## config.mk

```make
export PLATFORM = sky130hd
export DESIGN_NAME = crd_sync_ctrl
export DESIGN_NICKNAME = d
export VERILOG_FILES = /design/src/rtl/crd_pkg.sv /design/src/rtl/crd_comma_det.sv /design/src/rtl/crd_sync_ctrl.sv
export SDC_FILE = /design/constraint.sdc
export NUM_CORES = 1
export LEC_CHECK = 0
export ABC_AREA = 1
export BUFFER_PORTS_ARGS = -buffer_cell sky130_fd_sc_hd__buf_2
export CORE_AREA = 10 10 75 83
export DETAILED_ROUTE_END_ITERATION = 8
export DIE_AREA = 0 0 85 93
export PLACE_DENSITY_LB_ADDON = 0.3
export SLEW_MARGIN = 20
export SYNTH_ARGS = -nofsm -noshare
export SYNTH_HDL_FRONTEND = slang
export SYNTH_SLANG_ARGS = --single-unit
```

## constraint.sdc

```tcl
create_clock -name clk -period 1.9 [get_ports clk]
set_clock_uncertainty 0.2 [all_clocks]
set_input_delay 0.095 -clock clk [delete_from_list [all_inputs] [get_ports clk]]
set_output_delay 0.095 -clock clk [all_outputs]
set_load 0.03 [all_outputs]
```

## src/rtl/crd_pkg.sv

```systemverilog
// Shared constants for the 8b/10b receive lane: K28.5 comma patterns and the
// lock-controller state encoding.
package crd_pkg;

    localparam logic [9:0] K28_5_RDN = 10'b0011111010;
    localparam logic [9:0] K28_5_RDP = 10'b1100000101;

    typedef enum logic [1:0] {
        LOS  = 2'd0,
        ACQ  = 2'd1,
        SYNC = 2'd2
    } sync_state_e;

    function automatic logic is_comma(input logic [9:0] sym);
        return (sym == K28_5_RDN) || (sym == K28_5_RDP);
    endfunction

endpackage

```

## src/rtl/crd_comma_det.sv

```systemverilog
// K28.5 comma match on the incoming symbol, registered into the stage-1 flags
// so they line up with the disparity checker's one-cycle-late error report.
import crd_pkg::*;

module crd_comma_det #(
    parameter int iWIDTH = 10
) (
    input  logic              clk,
    input  logic              rst,
    input  logic [iWIDTH-1:0] data_in,
    input  logic              din_valid,
    output logic              comma_d1,
    output logic              vld_d1
);

    logic comma;

    assign comma = din_valid & is_comma(data_in);

    always_ff @(posedge clk) begin
        if (rst) begin
            comma_d1 <= 1'b0;
            vld_d1   <= 1'b0;
        end else begin
            comma_d1 <= comma;
            vld_d1   <= din_valid;
        end
    end

endmodule

```

## src/rtl/crd_sync_ctrl.sv

```systemverilog
// Symbol-lock controller: reseeds the crd checker on the first comma, locks after
// ACQ_COMMAS commas and drops lock when disparity errors outpace clean symbols.
import crd_pkg::*;

module crd_sync_ctrl #(
    parameter int iWIDTH     = 10,
    parameter int ACQ_COMMAS = 2,
    parameter int ERR_THRESH = 4,
    parameter int GOOD_RUN   = 4
) (
    input  logic              clk,
    input  logic              rst,
    input  logic [iWIDTH-1:0] data_in,
    input  logic              din_valid,
    input  logic              crd_err,
    output logic              crd_rst,
    output logic              sync_ok,
    output logic [1:0]        state,
    output logic [15:0]       err_total
);

    localparam int CW = $clog2(ACQ_COMMAS + 1);
    localparam int EW = $clog2(ERR_THRESH + 1);
    localparam int GW = $clog2(GOOD_RUN + 1);

    localparam logic [CW-1:0] ACQ_C  = CW'(ACQ_COMMAS);
    localparam logic [EW-1:0] THR_C  = EW'(ERR_THRESH);
    localparam logic [GW-1:0] GOOD_C = GW'(GOOD_RUN);

    sync_state_e   state_q;
    logic          comma_d1;
    logic          vld_d1;
    logic          crd_rst_d1;
    logic          mask;
    logic          qerr;
    logic [CW-1:0] comma_cnt;
    logic [EW-1:0] err_cnt;
    logic [GW-1:0] good_cnt;
    logic [CW-1:0] comma_inc;
    logic [EW-1:0] err_inc;
    logic [GW-1:0] good_inc;

    crd_comma_det #(
        .iWIDTH(iWIDTH)
    ) u_comma_det (
        .clk      (clk),
        .rst      (rst),
        .data_in  (data_in),
        .din_valid(din_valid),
        .comma_d1 (comma_d1),
        .vld_d1   (vld_d1)
    );

    // The checker's error flag is meaningless while it is being reseeded and for
    // the symbol right after, so both cycles are blanked.
    assign mask      = crd_rst | crd_rst_d1;
    assign qerr      = crd_err & vld_d1 & ~mask;
    assign comma_inc = comma_cnt + CW'(1);
    assign err_inc   = err_cnt + EW'(1);
    assign good_inc  = good_cnt + GW'(1);
    assign state     = state_q;

    always_ff @(posedge clk) begin
        if (rst) begin
            state_q    <= LOS;
            sync_ok    <= 1'b0;
            crd_rst    <= 1'b1;
            crd_rst_d1 <= 1'b1;
            comma_cnt  <= '0;
            err_cnt    <= '0;
            good_cnt   <= '0;
            err_total  <= '0;
        end else begin
            crd_rst    <= 1'b0;
            crd_rst_d1 <= crd_rst;
            if (vld_d1) begin
                unique case (state_q)
                    LOS: begin
                        if (comma_d1) begin
                            crd_rst <= 1'b1;
                            if (ACQ_COMMAS == 1) begin
                                state_q   <= SYNC;
                                sync_ok   <= 1'b1;
                                comma_cnt <= '0;
                                err_cnt   <= '0;
                                good_cnt  <= '0;
                            end else begin
                                state_q   <= ACQ;
                                comma_cnt <= CW'(1);
                            end
                        end
                    end
                    ACQ: begin
                        if (qerr) begin
                            state_q   <= LOS;
                            comma_cnt <= '0;
                        end else if (comma_d1) begin
                            if (comma_inc == ACQ_C) begin
                                state_q   <= SYNC;
                                sync_ok   <= 1'b1;
                                comma_cnt <= '0;
                                err_cnt   <= '0;
                                good_cnt  <= '0;
                            end else begin
                                comma_cnt <= comma_inc;
                            end
                        end
                    end
                    SYNC: begin
                        if (qerr) begin
                            if (err_total != 16'hFFFF) begin
                                err_total <= err_total + 16'd1;
                            end
                            good_cnt <= '0;
                            if (err_inc == THR_C) begin
                                state_q <= LOS;
                                sync_ok <= 1'b0;
                                err_cnt <= '0;
                            end else begin
                                err_cnt <= err_inc;
                            end
                        end else if (good_inc == GOOD_C) begin
                            // A full clean run forgives one earlier error.
                            good_cnt <= '0;
                            if (err_cnt != '0) begin
                                err_cnt <= err_cnt - EW'(1);
                            end
                        end else begin
                            good_cnt <= good_inc;
                        end
                    end
                    default: begin
                        state_q <= LOS;
                        sync_ok <= 1'b0;
                    end
                endcase
            end
        end
    end

endmodule

```

==> results of run 1 <==
## registers in the layout, summed over array words and instances (netlist names)
register and flops:
good_cnt 3, sync_ok 1, crd_rst 1, err_total 16
u_comma_det.comma_d1 1, crd_rst_d1 1, state 2, comma_cnt 2
err_cnt 3, u_comma_det.vld_d1 1
## power by group
| part | internal (mW) | leakage [nW] | switching (mW) |
|---|---|---|---|
| Clock | 0.284 | 0.0470 | 0.253 |
| Combinational | 0.0240 | 0.742 | 0.0364 |
| Sequential | 0.652 | 0.252 | 0.00226 |
## cells in the final DEF (no fill, tap or decap), types with 2 or more instances in the layout
cell	count
sky130_fd_sc_hd__inv_1	31
sky130_fd_sc_hd__nor2_4	2
sky130_fd_sc_hd__dlygate4sd3_1	5
sky130_fd_sc_hd__clkbuf_8	6
sky130_fd_sc_hd__ha_1	7
sky130_fd_sc_hd__a21oi_2	10
sky130_fd_sc_hd__o21ai_1	2
sky130_fd_sc_hd__buf_4	15
sky130_fd_sc_hd__nor3_1	5
sky130_fd_sc_hd__nand3_1	22
sky130_fd_sc_hd__dfxtp_1	29
sky130_fd_sc_hd__nand4_1	7
sky130_fd_sc_hd__xor2_1	2
sky130_fd_sc_hd__inv_2	4
sky130_fd_sc_hd__nor2_2	5
sky130_fd_sc_hd__nand2_1	101
sky130_fd_sc_hd__nor2_1	41
sky130_fd_sc_hd__o21ai_0	8
sky130_fd_sc_hd__xnor2_1	4
sky130_fd_sc_hd__a21oi_1	10
sky130_fd_sc_hd__buf_2	33
sky130_fd_sc_hd__nand2_2	3
## worst paths after layout
| check | startpoint | end | slack (ns) | cells past startpoint |
|---|---|---|---|---|
| worst max register to register | err_total[0] | err_total[3] | 0.12 | 10 |
| worst min register to register | comma_cnt[1] | comma_cnt[1] | 0.26 | 2 |
| worst min-delay path | rst | crd_rst | 0.0006 | 3 |
| worst max-delay path | data_in[4] | u_comma_det.comma_d1 | 0.11 | 6 |
## cell families after synthesis
kind of cell	Yosys count	share of synthesized area, %
compound gates	33	11.10
buf+inv	40	8.375
fa+ha+maj	8	5.076
flops	31	31.47
simple gates	190	41.31
xor+xnor	6	2.665
## final cells by class
class | count | area, µm²
clock buffer | 6 | 82.58
timing repair buffer | 54 | 347.8
sequential | 31 | 625.6
inverter | 35 | 131.4
clock inverter | 1 | 5.005
tap | 56 | 70.07
multi-input combinational | 237 | 1206
fill | 477 | 2118
## layer usage
metal  routed length [µm]  part of all wire [%]  global-route usage [%]
met2                 2744                    53                   25.25
met5                    0                     0                       0
met4                   77                   1.5                   5.357
met3                  192                   3.7                   3.646
met1                 2198                    42                   14.55
## worst min-delay path, stage by stage
cell and delay, ns:
sky130_fd_sc_hd__buf_2 0.09, sky130_fd_sc_hd__inv_1 0.16, sky130_fd_sc_hd__nand2_1 0.11
## what timing repair did
| item | 4_1_cts | 5_1_grt |
|---|---|---|
| hold buffers | 5 | 0 |
| pin swaps | 1 | 1 |
| gates resized for setup | 0 | 5 |
| hold endpoints to repair | 2 | 0 |
| endpoints found under the setup margin | 1 | 18 |
| buffers inserted | 3 | 2 |
==> results.cfg, run 1 <==
[clock_network]
cts.reportedPaths.clkPinSlew_ns = 0.07
cts_made_buffers = 5
cts_sinks = 31
root_buffer = sky130_fd_sc_hd__clkbuf_8
clock_tree.htree_level_count = 2
max-clock-path-buffers = 2
clk_latency_ns = 0.29
tritoncts_clock_tree = built

[routing]
viasPerCell = 4.933
vias = 2072
wl_per_cell_um = 12.41
drc_marker_count_from_the_first_detailed_route_iteration = 51
ant_nets = 0
detail_route.first_pass.iterations = 5
detail_route.wirelength_mm = 5.213
total_drc_errors_in_the_routed_layout = 0

[logic_synthesis]
synthCells = 308
syn_avg_cell_area_um2 = 6.402
syn-num-nets = 330
synth_most_common_cell = sky130_fd_sc_hd__nand2_1
post-synth-top-area-cell = sky130_fd_sc_hd__dfxtp_1
yosys_warnings = 0
synth_top_area_share_pct = 31.47
synth.area.top_cells = sky130_fd_sc_hd__dfxtp_1 (31%), sky130_fd_sc_hd__nand2_1 (19%), sky130_fd_sc_hd__nor2_1 (7.8%)
syn-cell-area_um2 = 1972
seq_area_frac_synth_pct = 31.47
synth_top_cells_by_count = sky130_fd_sc_hd__nand2_1 (101), sky130_fd_sc_hd__nor2_1 (41), sky130_fd_sc_hd__dfxtp_1 (31), sky130_fd_sc_hd__inv_1 (31), sky130_fd_sc_hd__nand3_1 (22)
synth_cell_type_count = 26
ys.flop_type = sky130_fd_sc_hd__dfxtp_1
synth_edf_count = 0
asyncSetResetFlopFracSynth_pct = 0
synth-seq-cells = 31

[finish]
share_of_cells_above_drive_strength_1_pct = 24.18
post_layout_nonfiller_instances = 420
post-route-cell-area_um2 = 2469
nNetsFinal = 386
finalCoreUtilization_pct = 53.82
antenna-diode-count = 0
area.growth.synth_to_final_pct = 25.19

[floorplan]
top_level_ports = 34
chipWidth_um = 85
dieHeight_um = 93
rows = 26
initial_core_utilization_pct = 42.99
die_area_um2 = 7905
design.core.area_um2 = 4587

[timing]
maxSlewHeadroom_pct = 75.88
finalMaxSlewViolations = 0
finalWorstSetupSlack_ns = 0.1124
tightestPinTransition_ns = 0.3614
hold_ws_ns = 0.0006230
setup_violators_final = 0
hold_viol = 0
finalCritPeriodShare_pct = 94.08
clock.fmax_ghz = 0.5594
setup_tns_ns = 0
final.min_clock_period_ns = 1.788
rsz0062_at_grt = false

[grt]
grt_pass1_vias = 2054
global_route.usage.total_pct = 13.77
antenna_violations_before_repair = 0
wire_length_of_the_first_global_routing_pass_mm = 9.045
grt_start_max_net_pins = 20
grt.overflow.total = 0

[critical_path]
timing.critical_path.buf_inv = 3
worst-endpoint-arrival_ns = 1.81
criticalPathCategory = in2reg
cell_by_cell_listing_of_the_critical_path = dlygate4sd3_1 > buf_2 > nor4_2 > nand4_1 > dlygate4sd3_1 > a21oi_1
timing.critical_path.to_type = flop
cp_slowest_cell = sky130_fd_sc_hd__dlygate4sd3_1
endpoint_required_time_on_the_critical_path_ns = 1.92
cpMostUsedCell = sky130_fd_sc_hd__dlygate4sd3_1
crit_path_max_fanout = 2
timing.critical_path.max_delay_family = buffers and inverters
slowest_delay_ns = 0.59
timing.critical_path.from_type = input port

[placed_design]
dp_slack_ns = 0.01141
numPlacedInstances = 403
numPortBuffers = 33
area_of_placed_instances_um2 = 2258
hpwlAfterDp_mm = 3.776
gp_congestion = 0.7709

[power]
total_chip_power_mw = 1.252
power-per-cell-area_nw_per_um2 = 507.0
vdd.ir_drop.worst_mv = 0.3473
cellLeakagePower_nw = 1.041

[outcome]
status = finished clean

[min_path]
holdCritPathClass = in2reg

[job]
drv_cap = 0
No activity file was read; power rests on OpenSTA's default activity.
==> run 2: changes to the inputs <==
--- a/config.mk
+++ b/config.mk
@@ -5,11 +5,10 @@
 export SDC_FILE = /design/constraint.sdc
 export NUM_CORES = 1
 export LEC_CHECK = 0
-export ABC_AREA = 1
 export BUFFER_PORTS_ARGS = -buffer_cell sky130_fd_sc_hd__buf_2
-export CORE_AREA = 10 10 75 83
+export CORE_AREA = 10 10 72 80
 export DETAILED_ROUTE_END_ITERATION = 8
-export DIE_AREA = 0 0 85 93
+export DIE_AREA = 0 0 82 90
 export PLACE_DENSITY_LB_ADDON = 0.3
 export SLEW_MARGIN = 20
 export SYNTH_ARGS = -nofsm -noshare
==> run 2 against run 1 <==
  * Register-to-register slack worse by 0.06 ns
  * Critical endpoint is now err_total[9]
  * Clock power fell by 5.0%
  * Count of clock-buffer cells in the layout up 1
  * Highest routed layer unchanged
  * Sequential power about the same
  * Critical path type is now reg2reg
==> results.cfg, run 2 <==
[outcome]
status = finished clean

[logic_synthesis]
syn-cell-area_um2 = 1831
synth_top_area_share_pct = 33.90
multiplexer_area_fraction_after_synthesis_pct = 5.947
synth_top_cells_by_count = sky130_fd_sc_hd__dfxtp_1 (31), sky130_fd_sc_hd__nand2_1 (22), sky130_fd_sc_hd__nor2_1 (15), sky130_fd_sc_hd__a21oi_1 (14)
synthCells = 216
synth-seq-cells = 31
asyncSetResetFlopFracSynth_pct = 0
synth.area.top_cells = sky130_fd_sc_hd__dfxtp_1 (34%), sky130_fd_sc_hd__ha_1 (5.5%), sky130_fd_sc_hd__nand2_1 (4.5%)
synth_edf_count = 0
synth_most_common_cell = sky130_fd_sc_hd__dfxtp_1
ys.flop_type = sky130_fd_sc_hd__dfxtp_1
syn_avg_cell_area_um2 = 8.475
synth_compound_gate_area_share_pct = 17.36
syn-num-nets = 238
yosys_warnings = 0
seq_area_frac_synth_pct = 33.90
main_combinational_cell_family_by_area_after_synthesis = simple AND/OR/NAND/NOR gates
synth-simple-area-share_pct = 32.40
synth_xor_xnor_area_share_pct = 0.4785
post-synth-top-area-cell = sky130_fd_sc_hd__dfxtp_1
synth_adder_area_share_pct = 5.468
synth_cell_type_count = 52

[placed_design]
gp_congestion = 0.8262
numPortBuffers = 33
dp_slack_ns = 0.04114
hpwlAfterDp_mm = 3.465
area_of_placed_instances_um2 = 2212
numPlacedInstances = 314

[finish]
post_layout_nonfiller_instances = 330
post-route-cell-area_um2 = 2415
mostFrequentLayoutCells = sky130_fd_sc_hd__buf_2 (33), sky130_fd_sc_hd__nand2_1 (22), sky130_fd_sc_hd__buf_4 (20)
max_ffs_per_register = 16
layout.cells.most_common = sky130_fd_sc_hd__buf_2
nNetsFinal = 297
area.growth.synth_to_final_pct = 31.92
antenna-diode-count = 0
top_regs = err_total x16, err_cnt x3, good_cnt x3
share_of_cells_above_drive_strength_1_pct = 33.70
max_flop_register = err_total
finalCoreUtilization_pct = 57.61

[routing]
drc_marker_count_from_the_first_detailed_route_iteration = 124
vias = 1821
ant_nets = 0
detail_route.wirelength_mm = 4.774
detail_route.first_pass.iterations = 4
viasPerCell = 5.518
total_drc_errors_in_the_routed_layout = 0
wl_per_cell_um = 14.47

[clock_network]
root_buffer = sky130_fd_sc_hd__clkbuf_8
clk_latency_ns = 0.28
cts_made_buffers = 5
post-cts-setup-buffers = 0
cts_sinks = 31
tritoncts_clock_tree = built
clock_tree.htree_level_count = 2
cts.reportedPaths.clkPinSlew_ns = 0.07
max-clock-path-buffers = 2

[grt]
antenna_violations_before_repair = 0
wire_length_of_the_first_global_routing_pass_mm = 8.155
global_route.usage.total_pct = 13.37
grt.overflow.total = 0
grt_pass1_vias = 1793
grt_start_max_net_pins = 19

[floorplan]
die_area_um2 = 7380
top_level_ports = 34
rows = 25
design.core.area_um2 = 4192
chipWidth_um = 82
dieHeight_um = 90
initial_core_utilization_pct = 43.67

[critical_path]
timing.critical_path.from_type = flop
timing.critical_path.to_type = flop
endpoint_required_time_on_the_critical_path_ns = 1.91
crit_path_max_fanout = 7
worst-endpoint-arrival_ns = 1.85
criticalPathCategory = reg2reg

[job]
drv_cap = 0

[timing]
setup_violators_final = 0
finalCritPeriodShare_pct = 96.73
hold_viol = 0
hold_ws_ns = 0.2299
maxSlewHeadroom_pct = 76.23
tightestPinTransition_ns = 0.3544
final.min_clock_period_ns = 1.838
rsz0062_at_grt = true
finalMaxSlewViolations = 0
finalWorstSetupSlack_ns = 0.06221
clock.fmax_ghz = 0.5441

[power]
cellLeakagePower_nw = 0.9686
vdd.ir_drop.worst_mv = 0.2945
power-per-cell-area_nw_per_um2 = 509.2

[min_path]
holdCritPathClass = in2reg
## run 2: kinds of logic (layout without fill, tap and decap cells)
| logic type | count (synthesis) | after routing |
|---|---|---|
| AO/OA/AOI/OAI | 48 | 48 |
| XOR/XNOR | 1 | 1 |
| adder cells (fa/ha/maj) | 8 | 8 |
| buffers and inverters | 20 | 80 |
| flip-flops | 31 | 31 |
| multiplexers | 10 | 10 |
| AND/OR/NAND/NOR | 98 | 98 |
## run 2: report_power, final
| part | internal, mW | switching (mW) |
|---|---|---|
| clock network | 0.257 | 0.253 |
| logic | 0.0310 | 0.0363 |
| registers | 0.650 | 0.00195 |
## run 2: through the flow
step                total power, mW    TNS, ns
detailed placement           0.7248          0
finish                        1.230          0
CTS                           1.243          0
global placement             0.7234          0
floorplan                    0.6945  -0.004264
global route                  1.281   -0.07267
## run 2: timing repair
action	in CTS	in global routing
hold buffers	8	0
gates resized for setup	0	7
endpoints found under the setup margin	0	7
hold endpoints to repair	3	0
## run 2: final cells by class
class	count	area, µm²
clock buffers	7	76.32
clock inverters	1	5.005
fillers	411	1777
repair buffers	61	395.4
multi-input cells	165	1187
inverters	11	41.29
well taps	54	67.56
flip-flops and latches	31	641.9
## run 2: worst paths after layout
check,from,end,slack (ns),cells past startpoint
worst min register to register,comma_cnt[1],comma_cnt[1],0.25,1
worst min-delay path,crd_err,comma_cnt[0],0.23,5
worst max-delay path,crd_rst,err_total[9],0.06,5
worst max register to register,crd_rst,err_total[9],0.06,5
## run 2: worst max-delay path, cell delays in order, from the launching register on
cell and delay, ns:
sky130_fd_sc_hd__dfxtp_2 0.33, sky130_fd_sc_hd__and4bb_2 0.39, sky130_fd_sc_hd__nand4_2 0.14, sky130_fd_sc_hd__buf_4 0.18, sky130_fd_sc_hd__or4_1 0.39, sky130_fd_sc_hd__a21oi_1 0.14
## run 2: routing by layer
metal  vias up  part of all wire, %  global-route usage (%)
li1        921                    -                       -
met4         0                 0.57                   4.403
met1       860                   47                   16.32
met2        36                   48                   21.60
met3         4                  4.7                   3.785
met5         -                    0                       0
==> run 3: changes to the inputs <==
--- a/config.mk
+++ b/config.mk
@@ -6,11 +6,12 @@
 export NUM_CORES = 1
 export LEC_CHECK = 0
 export BUFFER_PORTS_ARGS = -buffer_cell sky130_fd_sc_hd__buf_2
-export CORE_AREA = 10 10 72 80
+export CORE_AREA = 10 10 67 75
 export DETAILED_ROUTE_END_ITERATION = 8
-export DIE_AREA = 0 0 82 90
+export DIE_AREA = 0 0 77 85
 export PLACE_DENSITY_LB_ADDON = 0.3
 export SLEW_MARGIN = 20
 export SYNTH_ARGS = -nofsm -noshare
 export SYNTH_HDL_FRONTEND = slang
+export SYNTH_HIERARCHICAL = 1
 export SYNTH_SLANG_ARGS = --single-unit
==> run 3 against run 2 <==
  * The flow now finishes with violations (negative setup slack)
  * Final cell count grew 1.5%
  * Synthesized cell count is 7.4% lower
  * Wire length up 27%
  * Fmax down 11%
  * Clock power is 12% higher
  * Non-clock buffer count grew 26
  * Sequential share of layout area shrank 2.5 points
  * Die area shrank 11%
  * First-iteration DRC count rose by 74%
  * Via count rose by 6.0%
  * Total power increased by 6.9%
==> results.cfg, run 3 <==
[logic_synthesis]
yosys_warnings = 6
syn_avg_cell_area_um2 = 8.527
syn-cell-area_um2 = 1705
synth_top_cells_by_count = sky130_fd_sc_hd__dfxtp_1 (31), sky130_fd_sc_hd__a21oi_1 (16), sky130_fd_sc_hd__o21ai_0 (11), sky130_fd_sc_hd__inv_1 (10)
synth_edf_count = 0
synth-seq-cells = 31
synthCells = 200
asyncSetResetFlopFracSynth_pct = 0
ys.flop_type = sky130_fd_sc_hd__dfxtp_1
syn-num-nets = 222
synth_cell_type_count = 53
post-synth-top-area-cell = sky130_fd_sc_hd__dfxtp_1
synth.area.top_cells = sky130_fd_sc_hd__dfxtp_1 (36%), sky130_fd_sc_hd__ha_1 (5.9%), sky130_fd_sc_hd__a21oi_1 (4.7%)
synth_most_common_cell = sky130_fd_sc_hd__dfxtp_1
seq_area_frac_synth_pct = 36.39
synth_top_area_share_pct = 36.39

[timing]
finalMaxSlewViolations = 0
rsz0062_at_grt = true
final.min_clock_period_ns = 2.066
tightestPinTransition_ns = 0.5130
hold_viol = 0
finalWorstSetupSlack_ns = -0.1660
hold_ws_ns = 0.01305
setup_tns_ns = -0.4218
finalCritPeriodShare_pct = 108.7
clock.fmax_ghz = 0.4840
maxSlewHeadroom_pct = 65.80
setup_violators_final = 4

[power]
power-per-cell-area_nw_per_um2 = 491.9
total_chip_power_mw = 1.315
vdd.ir_drop.worst_mv = 0.4386
cellLeakagePower_nw = 1.117

[finish]
share_of_cells_above_drive_strength_1_pct = 49.12
antenna-diode-count = 0
layout.cells.most_common = sky130_fd_sc_hd__buf_4
top_regs = err_total x16, err_cnt x3, good_cnt x3
nNetsFinal = 306
filler_cell_count = 250
area.growth.synth_to_final_pct = 56.71
max_flop_register = err_total
post-route-cell-area_um2 = 2673
mostFrequentLayoutCells = sky130_fd_sc_hd__buf_4 (46), sky130_fd_sc_hd__buf_2 (33), sky130_fd_sc_hd__dfxtp_1 (16)
max_ffs_per_register = 16

[clock_network]
root_buffer = sky130_fd_sc_hd__clkbuf_8
cts.reportedPaths.clkPinSlew_ns = 0.07
clock_tree.htree_level_count = 2
cts_sinks = 31
cts_made_buffers = 5
tritoncts_clock_tree = built
clk_latency_ns = 0.28
max-clock-path-buffers = 2

[routing]
vias = 1930
detail_route.first_pass.iterations = 4
wl_per_cell_um = 18.07
total_drc_errors_in_the_routed_layout = 0
ant_nets = 0
viasPerCell = 5.761
drc_marker_count_from_the_first_detailed_route_iteration = 216
detail_route.wirelength_mm = 6.053

[floorplan]
design.core.area_um2 = 3540
rows = 23
dieHeight_um = 85
chipWidth_um = 77
die_area_um2 = 6545
initial_core_utilization_pct = 48.18
top_level_ports = 34

[grt]
global_route.usage.total_pct = 16.17
wire_length_of_the_first_global_routing_pass_mm = 8.880
grt_pass1_vias = 1831
grt.overflow.total = 0
antenna_violations_before_repair = 0
grt_start_max_net_pins = 26

[placed_design]
numPortBuffers = 33
area_of_placed_instances_um2 = 2206
hpwlAfterDp_mm = 3.467
gp_congestion = 0.8398

[outcome]
status = finished with violations
failed_checks = negative setup slack

[critical_path]
critical_path.startpoint = crd_rst_d1
worst-endpoint-arrival_ns = 2.07
reg2reg_slack_ns = -0.17
r2r_worst_path_depth = 4
timing.critical_path.from_type = flop
critical_path.reg2reg.endpoint = err_total[15]
timing.critical_path.to_type = flop
crit_path_max_fanout = 7
criticalPathCategory = reg2reg
crit-reg2reg-launch = crd_rst_d1
endpoint_required_time_on_the_critical_path_ns = 1.91

[min_path]
hold_depth = 4
hold_end = u_comma_det/comma_d1
min_from = data_in[8]
holdCritPathClass = in2reg

[job]
drv_cap = 0
run 3: metrics by stage:
step | utilization [%] | setup WS [ns] | cells
floorplan | - | -0.2094 | 200
global placement | 62.32 | -0.07311 | 307
detailed placement | 62.32 | -0.1561 | 307
CTS | 69.88 | -0.07259 | 327
global route | 75.50 | -0.2071 | 335
finish | 75.50 | -0.1660 | 335
run 3: timing repair:
action / in CTS / in global routing
hold endpoints to repair: 2 / 0
gates resized for setup: 11 / 28
pin swaps: 2 / 6
endpoints found under the setup margin: 6 / 19
hold buffers: 10 / 0
buffers inserted: 2 / 10
run 3: report_power, final:
part / switching, mW / total, mW / internal [mW]
logic: 0.0437 / 0.0863 / 0.0426
clock network: 0.242 / 0.572 / 0.330
registers: 0.00445 / 0.656 / 0.652
total: 0.290 / 1.31 / 1.02
run 3: cell type report:
type | instances | area, µm² | area share (%)
Clock buffer | 8 | 100.1 | 3.745
Inverter | 11 | 41.29 | 1.545
Multi-Input combinational cell | 148 | 1234 | 46.16
Sequential cell | 31 | 644.4 | 24.11
Tap cell | 50 | 62.56 | 2.341
Timing Repair Buffer | 87 | 590.6 | 22.10
run 3: cells by family after synthesis:
kind of cell / synth area share, %
mux: 1.907
simple gates: 28.17
xor+xnor: 1.027
compound gates: 21.79
buf+inv: 4.842
fa+ha+maj: 5.870
flops: 36.39
run 3: per-layer routing:
layer	wire length, µm	part of all wire (%)	track usage (%)	up-vias
met5	0	0	0	-
met4	124	2.0	6.478	0
met3	298	4.9	4.536	14
met2	3159	52	27.32	55
met1	2471	41	18.88	934
li1	-	-	-	927
run 3: how the worst max path moves through the flow:
stage | to | cells past startpoint | slack (ns)
global route | err_total[15] | 4 | -0.21
finish | err_total[15] | 4 | -0.17
global placement | err_total[11] | 4 | -0.07
detailed placement | err_total[11] | 5 | -0.16
CTS | err_total[15] | 4 | -0.07
floorplan | err_total[15] | 6 | -0.21
run 3: worst max-delay path: stages (launching register included):
cell and delay [ns]:
sky130_fd_sc_hd__dfxtp_2 0.34, sky130_fd_sc_hd__nand4bb_4 0.23, sky130_fd_sc_hd__or4b_4 0.58, sky130_fd_sc_hd__or4_4 0.46, sky130_fd_sc_hd__a21oi_4 0.17
